`src/rtl/cube_scan_sequencer.sv`:
```
// cube_scan_sequencer
// Drives the motor controller through SETUP / U x BATCH / UNDO moves for each batch
// of stickers. After each settled move it samples the corner or edge colour sensor
// and assembles the packed cube state for the solver.
//
// Ports
//   i_clock         system clock, all logic on posedge
//   i_reset         asynchronous active-high reset
//   i_start         begin a scan (accepted only when idle or done)
//   i_corner_color  corner sensor reading (used for sticker indices < N_CORNER)
//   i_edge_color    edge sensor reading (used for the remaining indices)
//   i_done_turning  1-cycle pulse: the requested move has finished
//   o_move_req      1-cycle pulse: execute o_move_code
//   o_move_code     {kind[1:0], batch[3:0]}, kind 0=SETUP 1=U 2=UNDO
//   o_cubestate     sticker i at [i*COLOR_W +: COLOR_W]
//   o_busy          scan in progress
//   o_state_valid   o_cubestate holds a complete scan
//   o_err_color     sticky: an illegal colour (>5) was sampled this scan
//   o_err_timeout   sticky: done_turning did not arrive within TIMEOUT_CYCLES
module cube_scan_sequencer #(
  parameter int COLOR_W        = 3,
  parameter int N_STICKERS     = 48,
  parameter int N_CORNER       = 24,
  parameter int BATCH          = 4,
  parameter int SETTLE_CYCLES  = 4,
  parameter int TIMEOUT_CYCLES = 2**20
) (
  input  logic                          i_clock,
  input  logic                          i_reset,
  input  logic                          i_start,
  input  logic [COLOR_W-1:0]            i_corner_color,
  input  logic [COLOR_W-1:0]            i_edge_color,
  input  logic                          i_done_turning,
  output logic                          o_move_req,
  output logic [5:0]                    o_move_code,
  output logic [N_STICKERS*COLOR_W-1:0] o_cubestate,
  output logic                          o_busy,
  output logic                          o_state_valid,
  output logic                          o_err_color,
  output logic                          o_err_timeout
);

  localparam int NB     = N_STICKERS / BATCH;
  localparam int IDX_W  = $clog2(N_STICKERS);
  localparam int STEP_W = $clog2(BATCH + 2);
  localparam int SET_W  = (SETTLE_CYCLES > 1) ? $clog2(SETTLE_CYCLES) : 1;
  localparam int TMO_W  = (TIMEOUT_CYCLES > 1) ? $clog2(TIMEOUT_CYCLES) : 1;

  localparam logic [1:0] KIND_SETUP = 2'd0;
  localparam logic [1:0] KIND_U     = 2'd1;
  localparam logic [1:0] KIND_UNDO  = 2'd2;

  typedef enum logic [2:0] {
    S_IDLE   = 3'd0,
    S_ISSUE  = 3'd1,
    S_WAIT   = 3'd2,
    S_SETTLE = 3'd3,
    S_SAMPLE = 3'd4,
    S_DONE   = 3'd5
  } state_t;

  state_t                        r_state;
  logic [3:0]                    r_batch;
  logic [STEP_W-1:0]             r_step;
  logic [IDX_W-1:0]              r_index;
  logic [SET_W-1:0]              r_settle;
  logic [TMO_W-1:0]              r_tmo;
  logic                          r_move_req;
  logic [5:0]                    r_move_code;
  logic [N_STICKERS*COLOR_W-1:0] r_cubestate;
  logic                          r_busy;
  logic                          r_state_valid;
  logic                          r_err_color;
  logic                          r_err_timeout;

  state_t                        w_dec_state;
  logic [3:0]                    w_dec_batch;
  logic [STEP_W-1:0]             w_dec_step;
  logic                          w_decide;
  logic [COLOR_W-1:0]            w_sample;

  // Step 0 positions the batch, the middle steps are U turns, the last step undoes the setup.
  function automatic logic [5:0] f_move_code(input logic [STEP_W-1:0] step,
                                             input logic [3:0]        batch);
    if (step == '0) begin
      return {KIND_SETUP, batch};
    end else if (step == STEP_W'(BATCH + 1)) begin
      return {KIND_UNDO, batch};
    end else begin
      return {KIND_U, batch};
    end
  endfunction

  // Post-move decision: where the sequence goes once a move has settled.
  always_comb begin
    w_dec_state = S_ISSUE;
    w_dec_step  = r_step;
    w_dec_batch = r_batch;
    if (r_step < STEP_W'(BATCH)) begin
      w_dec_state = S_SAMPLE;
    end else if (r_step == STEP_W'(BATCH)) begin
      w_dec_step = STEP_W'(BATCH + 1);
    end else if (r_batch == 4'(NB - 1)) begin
      w_dec_state = S_DONE;
    end else begin
      w_dec_batch = r_batch + 4'd1;
      w_dec_step  = '0;
    end
  end

  // The decision fires at the end of settling, or directly on done when no settle delay is used.
  always_comb begin
    if (r_state == S_WAIT) begin
      w_decide = i_done_turning && (SETTLE_CYCLES == 0);
    end else if (r_state == S_SETTLE) begin
      w_decide = (r_settle == SET_W'(SETTLE_CYCLES - 1));
    end else begin
      w_decide = 1'b0;
    end
    w_sample = (r_index < IDX_W'(N_CORNER)) ? i_corner_color : i_edge_color;
  end

  // Scan sequencer FSM with registered outputs.
  always_ff @(posedge i_clock or posedge i_reset) begin
    if (i_reset) begin
      r_state       <= S_IDLE;
      r_batch       <= 4'd0;
      r_step        <= '0;
      r_index       <= '0;
      r_settle      <= '0;
      r_tmo         <= '0;
      r_move_req    <= 1'b0;
      r_move_code   <= 6'd0;
      r_cubestate   <= '0;
      r_busy        <= 1'b0;
      r_state_valid <= 1'b0;
      r_err_color   <= 1'b0;
      r_err_timeout <= 1'b0;
    end else begin
      r_move_req <= 1'b0;
      if (w_decide) begin
        r_state <= w_dec_state;
        r_step  <= w_dec_step;
        r_batch <= w_dec_batch;
        if (w_dec_state == S_ISSUE) begin
          r_move_req  <= 1'b1;
          r_move_code <= f_move_code(w_dec_step, w_dec_batch);
        end else if (w_dec_state == S_DONE) begin
          r_busy        <= 1'b0;
          r_state_valid <= 1'b1;
        end else begin
          r_busy <= r_busy;
        end
      end else begin
        case (r_state)
          S_IDLE, S_DONE: begin
            if (i_start) begin
              r_err_color   <= 1'b0;
              r_err_timeout <= 1'b0;
              r_state_valid <= 1'b0;
              r_batch       <= 4'd0;
              r_step        <= '0;
              r_index       <= '0;
              r_busy        <= 1'b1;
              r_move_req    <= 1'b1;
              r_move_code   <= f_move_code('0, 4'd0);
              r_state       <= S_ISSUE;
            end
          end
          S_ISSUE: begin
            r_tmo   <= '0;
            r_state <= S_WAIT;
          end
          S_WAIT: begin
            // A done arriving on the last allowed cycle still counts as in time.
            if (i_done_turning) begin
              r_settle <= '0;
              r_state  <= S_SETTLE;
            end else if (r_tmo == TMO_W'(TIMEOUT_CYCLES - 1)) begin
              r_err_timeout <= 1'b1;
              r_busy        <= 1'b0;
              r_state       <= S_IDLE;
            end else begin
              r_tmo <= r_tmo + TMO_W'(1);
            end
          end
          S_SETTLE: begin
            r_settle <= r_settle + SET_W'(1);
          end
          S_SAMPLE: begin
            // Illegal codes are flagged but still stored so the solver can see them.
            r_cubestate[r_index*COLOR_W +: COLOR_W] <= w_sample;
            if (w_sample > COLOR_W'(5)) begin
              r_err_color <= 1'b1;
            end
            r_index     <= r_index + IDX_W'(1);
            r_step      <= r_step + STEP_W'(1);
            r_move_req  <= 1'b1;
            r_move_code <= f_move_code(r_step + STEP_W'(1), r_batch);
            r_state     <= S_ISSUE;
          end
          default: begin
            r_state <= S_IDLE;
          end
        endcase
      end
    end
  end

  assign o_move_req    = r_move_req;
  assign o_move_code   = r_move_code;
  assign o_cubestate   = r_cubestate;
  assign o_busy        = r_busy;
  assign o_state_valid = r_state_valid;
  assign o_err_color   = r_err_color;
  assign o_err_timeout = r_err_timeout;

endmodule

```
`config.mk`:
```
export PLATFORM = sky130hd
export DESIGN_NAME = cube_scan_sequencer
export DESIGN_NICKNAME = d
export VERILOG_FILES = /design/src/rtl/cube_scan_sequencer.sv
export SDC_FILE = /design/constraint.sdc
export NUM_CORES = 1
export LEC_CHECK = 0
export BUFFER_PORTS_ARGS = -buffer_cell sky130_fd_sc_hd__buf_4
export CORE_ASPECT_RATIO = 0.6
export CORE_MARGIN = 2
export CORE_UTILIZATION = 43
export DETAILED_ROUTE_END_ITERATION = 10
export PLACE_DENSITY = 0.75
export SYNTH_ARGS = -nofsm -noshare
export SYNTH_HDL_FRONTEND = slang
export SYNTH_SLANG_ARGS = --single-unit
```
`constraint.sdc`:
```
create_clock -name i_clock -period 17.97 [get_ports i_clock]
set_clock_uncertainty 0.1 [all_clocks]
set_input_delay 0.8985 -clock i_clock [delete_from_list [all_inputs] [get_ports i_clock]]
set_output_delay 0.8985 -clock i_clock [all_outputs]
set_load 0.01 [all_outputs]
```
==> flow_metrics.tcl <==
set metrics [dict create \
    synth_cell_types 66 \
    synth_mux_area_frac 0.195 \
    die_h_um 115 \
    post-synth-top-count-cell "dfrtp_1" \
    fillerInstances 1728 \
    cts_max_path_buffers 2 \
    synthTopCellsByArea "dfrtp_1 (55%), mux2_2 (18%), nor2_1 (2.3%), nand2_1 (1.6%), nor3_1 (1.6%)" \
    postSynthNetCount 739 \
    routed_via_density 5.40 \
    cts_tree "done" \
    synthAdderAreaFrac 0.0167 \
    ys_seq_elements 193 \
    synth_compound_area_frac 0.0676 \
    timing.final.max_slew_violations 0 \
    worst_pin_slew_ps 1080 \
    hold_depth 1 \
    grt_setup_unrepaired "no" \
    crit_type "reg -> reg" \
    met3_length_um 1730 \
    hp-class "reg -> reg" \
    synth_cells 718 \
    grt_overflow 0 \
    slew_headroom 0.275 \
    setup_violations 0 \
    regArea_um2 4830 \
    yosysSeqAreaShare 0.548 \
    numPortBuffers 164 \
    syn-cell-area_um2 8820 \
    rrSetupSlack_ps 14590 \
    vias 6269 \
    setup.worst_path.start_class "flip-flop" \
    synth_edf_count 0 \
    whs_endpoint "o_cubestate[36]$_DFFE_PP0P_" \
    drt_pass1_iterations 5 \
    place.gp.congestion 0.843 \
    m1WireLength_um 11500 \
    r2r-start "r_index[0]$_DFFE_PP0P_" \
    required_ps 18240 \
    maxUsedRoutingLayer "met4" \
    dp_hpwl_um 16200 \
    vdd_ir_drop_max_mv 0.104 \
    min_period_ps 3380 \
    fin_cells 1162 \
    synth_xor_area_frac 0.0209 \
    async_flop_share 1.00 \
    cellLeakagePower_nw 5.31 \
    ff2ff_path_depth 7 \
    synth_ff_type "dfrtp_1" \
    htree_num_levels 4 \
    rows 40 \
    grt_pass1_vias 6090 \
    maxCapViolCount 0 \
    hp-start "o_cubestate[36]$_DFFE_PP0P_" \
    ctsResizeCount 0 \
    path_max_fanout 13 \
    holdBufCountCts 0 \
    cts_inserted_buffers 17 \
    core_um2 20100 \
    met2WireLength_um 9190 \
    drive_above_1_share 0.414 \
    setup_ws_ps 14590 \
    pin_count 165 \
    postSynthAreaPerCell_um2 12.3 \
    synth_top_cell_area_share 0.548 \
    die-area_um2 21700 \
    antenna_found_initial 0 \
    area_delta_synth_final_pct 23.8 \
    die_x_um 189 \
    insertion_delay_ps 430 \
    dpl.cell_count 1130 \
    powerDensity_nw_per_um2 110 \
    root_buffer "clkbuf_16" \
    reg2reg_to "o_cubestate[83]$_DFFE_PP0P_" \
    crit_arrival_ps 3650 \
    synth-simple-area-share 0.130 \
    cts.sinks 193 \
    synth_top_family_by_area "multiplexers" \
    path_clk_slew_ps 70 \
    ant_nets 0 \
    ys_warn_count 0 \
    grt_max_degree 120 \
    outcome "finished clean" \
    initial_core_util 0.439 \
    cts_setup_buffers 0 \
    wire_per_inst_um 19.4 \
    multi_input_area_um2 3800 \
    hold_viol_final 0 \
    setup_tns_ps 0 \
    fmax_ghz 0.296 \
    track_usage 0.210 \
    initialDrtViolationCount 586 \
    period_share 0.188 \
    crit_path_end_kind "flip-flop" \
    diodes 0 \
    layout.nets 897 \
    grt_pass1_wl_um 35300 \
    drc 0 \
    wirelength_um 22500 \
    pre_cts_ws_ps 14700 \
    synthTopCellsByCount "dfrtp_1 (193), mux2_2 (142), nor2_1 (54)" \
    synth_top_area_cell "dfrtp_1" \
]
[worst max-delay path, cell delays in order (launching register included)]
cell and delay [ps]:
dfrtp_1 680, inv_1 190, ha_1 320, nor2b_1 250, a21oi_1 530, nand2_1 270
nor3_1 690, mux2_2 300
[area by class of cell]
class                      count  area share
timing repair buffer         170       0.117
tap                          273      0.0313
inverter                      15     0.00585
clock buffer                  20      0.0409
multi-input combinational    479       0.348
clock inverter                12      0.0146
sequential                   193       0.442
[metal layers]
layer | vias to the layer above | GRT usage
met5 | - | 0
met4 | 0 | 0.0422
met3 | 13 | 0.0614
met2 | 219 | 0.291
met1 | 3144 | 0.325
li1 | 2893 | -
[flip-flops by register name, summed over array words and instances, names as in the netlist]
| name | cells |
|---|---|
| o_cubestate | 144 |
| r_tmo | 20 |
| o_move_code | 6 |
| r_index | 6 |
| r_batch | 4 |
| r_state | 3 |
| r_step | 3 |
| r_settle | 2 |
| o_busy | 1 |
| o_err_color | 1 |
| o_err_timeout | 1 |
| o_move_req | 1 |
| o_state_valid | 1 |
[where the power goes]
group          total, mW  internal, mW  switching (mW)
Sequential         0.492         0.457          0.0355
Clock              0.391         0.224           0.167
Combinational      0.313         0.100           0.213
[logic make-up (layout without fill, tap and decap cells)]
kind of cell	Yosys count	count (layout)
compound gates	83	83
mux	152	152
buf+inv	46	217
flops	193	193
xor+xnor	21	21
fa+ha+maj	12	12
simple gates	211	211
[layout by cell type, fill, tap and decap left out, types with 3 or more instances in the layout]
master     instances
and4_1             5
nand2b_1           6
nor3_1            28
nor2b_1            4
mux2i_1            4
buf_4            170
ha_1              11
bufinv_16          3
mux2_4             3
clkbuf_16         17
and3_1             8
inv_1             14
a211oi_1           5
a31oi_1            4
nand2_1           38
a21oi_1           15
mux2_2           142
o21ai_0           21
nor3_2             5
o211ai_1           3
nand4_1            4
a21o_1             6
or3_1              5
dfrtp_1          193
xor2_1             5
and3b_1            3
nand3_1           22
xnor2_1           15
nor2_1            54
mux2_1             3
and2_1             7
clkinv_4           4
o2111ai_1          3
o31ai_1            4
[metrics by stage]
step / power [mW] / hold WS, ps / utilization / cell area (um2)
2_1_floorplan: 0.717 / 378 / - / 8820
3_3_place_gp: 0.802 / 376 / 0.514 / 10300
3_5_place_dp: 0.807 / 381 / 0.514 / 10300
4_1_cts: 1.20 / 399 / 0.544 / 10900
5_1_grt: 1.25 / 419 / 0.544 / 10900
6_report: 1.20 / 396 / 0.544 / 10900
[worst max path at each step]
stage,from,endpoint,slack [ps],cells past startpoint
after CTS,r_index[0]$_DFFE_PP0P_,o_cubestate[39]$_DFFE_PP0P_,14670,6
after floorplan,i_reset,o_busy$_DFFE_PP0P_,11720,1
after global placement,r_index[0]$_DFFE_PP0P_,o_cubestate[138]$_DFFE_PP0P_,14770,6
final,r_index[0]$_DFFE_PP0P_,o_cubestate[83]$_DFFE_PP0P_,14590,7
after detailed placement,r_index[0]$_DFFE_PP0P_,o_cubestate[65]$_DFFE_PP0P_,14700,6
after global routing,r_index[0]$_DFFE_PP0P_,o_cubestate[71]$_DFFE_PP0P_,14350,6
(Power assumes the default switching activity.)
